===== src/rtl/boot_loader.sv =====
// boot_loader: bus initiator that copies a program image from external storage into SRAM
// and holds the core until the copy ends. Define BOOT_LOADER_VERIFY_EN to add read-back verify.
module boot_loader #(
  parameter int unsigned MEM_W     = 32,
  parameter logic [31:0] SRC_BASE  = 32'h0000_2000,
  parameter logic [31:0] DST_BASE  = 32'h0000_1000,
  parameter int unsigned MAX_WORDS = 1024,
  parameter int unsigned TIMEOUT   = 255
) (
  input  logic               clk,
  input  logic               rst,
  input  logic               start,
  input  logic [10:0]        word_count,
  output logic               core_hold,
  output logic               busy,
  output logic               done,
  output logic               error,
  output logic [1:0]         err_code,
  output logic [10:0]        words_done,
  output logic               mem_req_o,
  output logic [31:0]        mem_addr_o,
  output logic               mem_we_o,
  output logic [MEM_W/8-1:0] mem_be_o,
  output logic [MEM_W-1:0]   mem_wdata_o,
  input  logic               mem_rvalid_i,
  input  logic               mem_err_i,
  input  logic [MEM_W-1:0]   mem_rdata_i
);

  localparam int unsigned     BE_W     = MEM_W / 8;
  localparam int unsigned     TMO_W    = (TIMEOUT < 2) ? 1 : $clog2(TIMEOUT + 1);
  localparam logic [TMO_W-1:0] TMO_LAST = TMO_W'(TIMEOUT - 1);
  localparam logic [10:0]     MAX_N    = 11'(MAX_WORDS);

  localparam logic [1:0] ERR_NONE = 2'd0;
  localparam logic [1:0] ERR_BUS  = 2'd1;
  localparam logic [1:0] ERR_TMO  = 2'd2;
`ifdef BOOT_LOADER_VERIFY_EN
  localparam logic [1:0] ERR_VFY  = 2'd3;
`endif

  typedef enum logic [2:0] {
    ST_IDLE   = 3'd0,
    ST_READ   = 3'd1,
    ST_WRITE  = 3'd2,
`ifdef BOOT_LOADER_VERIFY_EN
    ST_VERIFY = 3'd3,
`endif
    ST_DONE   = 3'd4,
    ST_FAIL   = 3'd5
  } state_e;

  function automatic logic [31:0] word_addr(input logic [31:0] base, input logic [10:0] i);
    return base + {19'd0, i, 2'b00};
  endfunction

  state_e            state_q, state_d;
  logic [10:0]       n_q, n_d;
  logic [10:0]       idx_q, idx_d;
  logic [10:0]       wd_q, wd_d;
  logic [MEM_W-1:0]  data_q, data_d;
  logic              done_q, done_d;
  logic              error_q, error_d;
  logic [1:0]        code_q, code_d;
  logic [TMO_W-1:0]  tmo_q, tmo_d;

  logic              busy_q, busy_d;
  logic              hold_q, hold_d;
  logic              req_q, req_d;
  logic [31:0]       addr_q, addr_d;
  logic              we_q, we_d;
  logic [BE_W-1:0]   be_q, be_d;
  logic [MEM_W-1:0]  wdata_q, wdata_d;

  logic [10:0]       idx_inc;
  logic              last_word;
  logic [10:0]       n_start;

  // Next-state, status and bus-output decode; outputs are derived from next-state values
  // so that every port comes straight from a flop.
  always_comb begin
    state_d = state_q;
    n_d     = n_q;
    idx_d   = idx_q;
    wd_d    = wd_q;
    data_d  = data_q;
    done_d  = done_q;
    error_d = error_q;
    code_d  = code_q;
    tmo_d   = tmo_q;

    idx_inc   = idx_q + 11'd1;
    last_word = (idx_inc == n_q);
    n_start   = (word_count > MAX_N) ? MAX_N : word_count;

    case (state_q)
      ST_IDLE, ST_DONE, ST_FAIL: begin
        if (start) begin
          n_d     = n_start;
          idx_d   = 11'd0;
          wd_d    = 11'd0;
          error_d = 1'b0;
          code_d  = ERR_NONE;
          tmo_d   = {TMO_W{1'b0}};
          if (n_start == 11'd0) begin
            state_d = ST_DONE;
            done_d  = 1'b1;
          end else begin
            state_d = ST_READ;
            done_d  = 1'b0;
          end
        end else begin
          tmo_d = {TMO_W{1'b0}};
        end
      end

      ST_READ: begin
        if (mem_err_i) begin
          state_d = ST_FAIL;
          error_d = 1'b1;
          code_d  = ERR_BUS;
        end else if (mem_rvalid_i) begin
          data_d  = mem_rdata_i;
          state_d = ST_WRITE;
          tmo_d   = {TMO_W{1'b0}};
        end else if (tmo_q == TMO_LAST) begin
          state_d = ST_FAIL;
          error_d = 1'b1;
          code_d  = ERR_TMO;
        end else begin
          tmo_d = tmo_q + TMO_W'(1);
        end
      end

      ST_WRITE: begin
        if (mem_err_i) begin
          state_d = ST_FAIL;
          error_d = 1'b1;
          code_d  = ERR_BUS;
        end else if (mem_rvalid_i) begin
          tmo_d = {TMO_W{1'b0}};
`ifdef BOOT_LOADER_VERIFY_EN
          state_d = ST_VERIFY;
`else
          idx_d   = idx_inc;
          wd_d    = wd_q + 11'd1;
          state_d = last_word ? ST_DONE : ST_READ;
          done_d  = last_word;
`endif
        end else if (tmo_q == TMO_LAST) begin
          state_d = ST_FAIL;
          error_d = 1'b1;
          code_d  = ERR_TMO;
        end else begin
          tmo_d = tmo_q + TMO_W'(1);
        end
      end

`ifdef BOOT_LOADER_VERIFY_EN
      ST_VERIFY: begin
        if (mem_err_i) begin
          state_d = ST_FAIL;
          error_d = 1'b1;
          code_d  = ERR_BUS;
        end else if (mem_rvalid_i) begin
          tmo_d = {TMO_W{1'b0}};
          if (mem_rdata_i == data_q) begin
            idx_d   = idx_inc;
            wd_d    = wd_q + 11'd1;
            state_d = last_word ? ST_DONE : ST_READ;
            done_d  = last_word;
          end else begin
            state_d = ST_FAIL;
            error_d = 1'b1;
            code_d  = ERR_VFY;
          end
        end else if (tmo_q == TMO_LAST) begin
          state_d = ST_FAIL;
          error_d = 1'b1;
          code_d  = ERR_TMO;
        end else begin
          tmo_d = tmo_q + TMO_W'(1);
        end
      end
`endif

      default: begin
        state_d = ST_IDLE;
        tmo_d   = {TMO_W{1'b0}};
      end
    endcase

    busy_d = (state_d == ST_READ) || (state_d == ST_WRITE)
`ifdef BOOT_LOADER_VERIFY_EN
             || (state_d == ST_VERIFY)
`endif
             ;
    hold_d  = (state_d != ST_DONE);
    req_d   = busy_d;
    we_d    = (state_d == ST_WRITE);
    be_d    = req_d ? {BE_W{1'b1}} : {BE_W{1'b0}};
    wdata_d = (state_d == ST_WRITE) ? data_d : {MEM_W{1'b0}};

    case (state_d)
      ST_READ:   addr_d = word_addr(SRC_BASE, idx_d);
      ST_WRITE:  addr_d = word_addr(DST_BASE, idx_d);
`ifdef BOOT_LOADER_VERIFY_EN
      ST_VERIFY: addr_d = word_addr(DST_BASE, idx_d);
`endif
      default:   addr_d = 32'h0000_0000;
    endcase
  end

  // State, status and output registers with synchronous active-low reset.
  always_ff @(posedge clk) begin
    if (!rst) begin
      state_q <= ST_IDLE;
      n_q     <= 11'd0;
      idx_q   <= 11'd0;
      wd_q    <= 11'd0;
      data_q  <= {MEM_W{1'b0}};
      done_q  <= 1'b0;
      error_q <= 1'b0;
      code_q  <= ERR_NONE;
      tmo_q   <= {TMO_W{1'b0}};
      busy_q  <= 1'b0;
      hold_q  <= 1'b1;
      req_q   <= 1'b0;
      addr_q  <= 32'h0000_0000;
      we_q    <= 1'b0;
      be_q    <= {BE_W{1'b0}};
      wdata_q <= {MEM_W{1'b0}};
    end else begin
      state_q <= state_d;
      n_q     <= n_d;
      idx_q   <= idx_d;
      wd_q    <= wd_d;
      data_q  <= data_d;
      done_q  <= done_d;
      error_q <= error_d;
      code_q  <= code_d;
      tmo_q   <= tmo_d;
      busy_q  <= busy_d;
      hold_q  <= hold_d;
      req_q   <= req_d;
      addr_q  <= addr_d;
      we_q    <= we_d;
      be_q    <= be_d;
      wdata_q <= wdata_d;
    end
  end

  assign core_hold   = hold_q;
  assign busy        = busy_q;
  assign done        = done_q;
  assign error       = error_q;
  assign err_code    = code_q;
  assign words_done  = wd_q;
  assign mem_req_o   = req_q;
  assign mem_addr_o  = addr_q;
  assign mem_we_o    = we_q;
  assign mem_be_o    = be_q;
  assign mem_wdata_o = wdata_q;

endmodule


===== config.mk =====
export PLATFORM = sky130hd
export DESIGN_NAME = boot_loader
export DESIGN_NICKNAME = d
export VERILOG_FILES = /design/src/rtl/boot_loader.sv
export SDC_FILE = /design/constraint.sdc
export NUM_CORES = 1
export LEC_CHECK = 0
export CORE_MARGIN = 3
export CORE_UTILIZATION = 45
export DETAILED_ROUTE_END_ITERATION = 6
export PLACE_DENSITY = 0.83
export SETUP_SLACK_MARGIN = 0.2
export SLEW_MARGIN = 10
export SYNTH_ARGS = -nofsm -noshare
export SYNTH_HDL_FRONTEND = slang
export SYNTH_SLANG_ARGS = --single-unit

===== constraint.sdc =====
create_clock -name clk -period 2.66 [get_ports clk]
set_input_delay 0.798 -clock clk [delete_from_list [all_inputs] [get_ports clk]]
set_output_delay 0.798 -clock clk [all_outputs]
set_load 0.005 [all_outputs]

==> results.cfg <==
[synth]
syn_area_per_cell_sq_um = 9.331
synth_edf_count = 0
seq_area_frac_synth_pct = 50.09
synth-seq-cells = 127
yosysWarnings = 0
synthFlopType = dfxtp_1
synth_cell_types = 57
synthesis.instances = 544
ys_async_sr_fraction_pct = 0
netlist_area_sq_um = 5076

[pwr]
p_comb_share_pct = 9.1
netSwitchingFraction_pct = 23.68
peakVddDrop_v = 0.0006135
p_int_mw = 3.498
p_leak_nw = 2.862
seqPwrFrac_pct = 43.0
p_sw_mw = 1.085
power_density_nw_per_um2 = 645.1
power_mw = 4.583
power_frac_clock_pct = 48.0

[timing]
skew_ns = 0.005901
min_period_ns = 2.431
setup_viol = 0
slew_headroom_pct = 57.30
worstMarginPinSlew_ns = 0.6404
setup_tns_ns = 0
grt_setup_unrepaired = true
holdWs_ns = 0.4714
hold_violations = 0
layout_setup_ws_ns = 0.2286
slew_viol_final = 0
fin_crit_sh_pct = 91.41
fmax_mhz = 411.3

[finish]
final_cell_area_sq_um = 7104
fin_nets = 735
utilization_pct = 64.97
diodes = 0
syn_to_final_growth_pct = 39.96
drive_above_1_share_pct = 12.21
fin_cells = 836

[clock_tree]
clk_path_buf_depth = 2
cts.sinks = 127
clk_pin_slew_ns = 0.06
cts_hold_buf = 0
cts_tree = built
root_buffer = clkbuf_16
numCtsBuffers = 17
htreeDepth = 4
clock_latency_ns = 0.41

[detailed_routing]
drc_errors = 0
ant_nets = 0
via_per_inst = 5.336
wl_microns = 13000
via_count = 4461
firstDrtPassIters = 5
drtIter0Drc = 353
wl_per_cell_microns = 15.55

[worst_setup_path]
path_buf_inv = 2
ff2ff_path_depth = 9
path_delay_family = compound AO/OA/AOI/OAI gates
cp.required_ns = 2.95
cp_max_fo = 11
slowest_stage = dfxtp_1
r2r-start = idx_q[1]
arrival_ns = 2.73
crit_path_cell_trace = ha_4 > o21ba_2 > a221o_1 > a222oi_1 > nand4_1 > buf_4 > o32ai_4 > buf_12 > nor3_1
slowest_delay_ns = 0.35
path_class = flip-flop to flip-flop
worst-r2r-setup-slack_ns = 0.23
r2r_end = mem_addr_o[2]
startpoint = idx_q[1]
cp-end-kind = flip-flop
startpoint_type = flip-flop

[die]
dieWidth_microns = 112.2
core-area_sq_um = 10940
placementRows = 38
start_util_pct = 46.42
die_area_sq_um = 12590
die-height_microns = 112.2
ios = 135

[worst_hold_path]
whs_path_depth = 1
min_to = err_code[1]
worstHoldStart = err_code[1]
hold_path.class = flip-flop to flip-flop

[placement]
dp.cells = 803
port_buffers = 114
dp_hpwl_microns = 9138
place_area_sq_um = 6489
globalplace.congestion = 0.8969
pre_cts_ws_ns = -0.1393

[global_routing]
gr-total-overflow = 0
grt_usage_pct = 20.90
grt_pass1_vias = 4497
grt_max_degree = 43
antenna_found_initial = 0
grt_pass1_wl_microns = 21300

[outcome]
status = completed

[run]
max-cap-violations = 0
[worst max-delay path by stage]
| stage | endpoint | slack [ns] | depth (start not counted) |
|---|---|---|---|
| 6_report | mem_addr_o[2] | 0.23 | 9 |
| 3_3_place_gp | mem_addr_o[2] | -0.1 | 9 |
| 5_1_grt | mem_addr_o[2] | 0.16 | 9 |
| 4_1_cts | mem_addr_o[2] | 0.26 | 9 |
| 3_5_place_dp | mem_addr_o[2] | -0.14 | 9 |
| 2_1_floorplan | mem_addr_o[2] | 0.23 | 10 |
[worst reg2reg max path: cells and delay by family, from the launching register on]
kind                     cells  cell delay [ns]
AND/OR/NAND/NOR              2             0.21
AO/OA/AOI/OAI                4             1.19
buffers and inverters        2             0.35
flip-flops                   1             0.35
adder cells (fa/ha/maj)      1             0.20
[cell type report]
class                   count  area, sq um
clock buffers              21        460.4
clock inverters            11        107.6
fillers                   864         3831
inverters                   7        26.28
multi-input cells         376         2310
flip-flops and latches    127         2544
well taps                 140        175.2
repair buffers            154         1481
[flip-flops by register name, indices dropped and copies added, names as in the netlist, 3 cells and up]
register / flops
mem_addr_o: 12
mem_wdata_o: 32
state_q: 3
tmo_q: 8
data_q: 32
n_q: 11
words_done: 11
idx_q: 11
[cells by family (layout without fill, tap and decap cells)]
kind of cell               after synthesis  after routing  synth area share [%]
and+or+nand+nor                        212            212                 20.53
other                                    1             20               0.07388
adders and majority gates                4              4                0.9860
xor gates and xnor gates                23             23                 3.968
buffers and inverters                   60            193                 6.556
muxes                                   33             33                 6.532
DFF                                    127            127                 50.09
AOI/OAI and AO/OA                       84             84                 11.26
[layer usage]
metal	up-vias	global-route usage (%)	part of all wire, %
met5	-	0	0
met4	0	8.494	1.6
met3	20	7.493	7.0
met2	174	36.63	52
met1	2127	22.95	40
li1	2140	-	-
[power by group through the flow]
stage	registers (mW)	clock network (mW)	logic [mW]
after floorplan	2.00	0	0.231
after global placement	2.01	0	0.391
after detailed placement	2.01	0	0.405
after CTS	1.97	2.24	0.413
after global routing	1.97	2.32	0.452
final	1.97	2.20	0.415
[cell usage after synthesis, types with 3 or more instances]
cell / instances / area share, %
a21oi_1: 25 / 2.5
or3_1: 9 / 1.1
nor2_1: 67 / 5.0
nor3_1: 50 / 4.9
o21ai_0: 18 / 1.8
nand4_1: 8 / 0.99
dfxtp_1: 127 / 50
nand2_1: 22 / 1.6
nand3_1: 17 / 1.7
nor4_1: 3 / 0.37
nand2b_1: 7 / 0.86
clkbuf_1: 16 / 1.2
mux2i_1: 32 / 6.3
xor2_1: 12 / 2.1
inv_1: 6 / 0.44
and3_1: 5 / 0.62
nor2b_1: 12 / 1.5
nand3b_1: 3 / 0.44
o21a_1: 3 / 0.44
buf_1: 3 / 0.22
buf_2: 7 / 0.69
a22oi_1: 3 / 0.44
xnor2_1: 11 / 1.9
a22o_1: 10 / 1.7
and2_1: 3 / 0.37
buf_4: 26 / 3.8
ha_1: 4 / 0.99
[timing repair]
item                       in CTS  in global routing
setup buffers                   1                  0
setup endpoints to repair      11                 17
resized for setup               1                  6
pin swaps                       1                  0
[layout by cell type, fill, tap and decap left out, drive strengths merged, types with 3 or more instances in the layout]
cell type	n
nand4	9
and2	3
a21oi	25
o21a	3
or3	9
clkbuf	21
nor2	67
o21ai	18
nand2	22
clkinv	6
nor3	50
nor2b	12
ha	4
conb	20
nand2b	7
nand3	17
a22oi	3
buf	40
and3	5
clkdlybuf4s50	113
inv	9
xnor2	11
mux2i	32
xor2	12
nor4	3
nand3b	3
a22o	10
dfxtp	127
(Power assumes the default switching activity.)
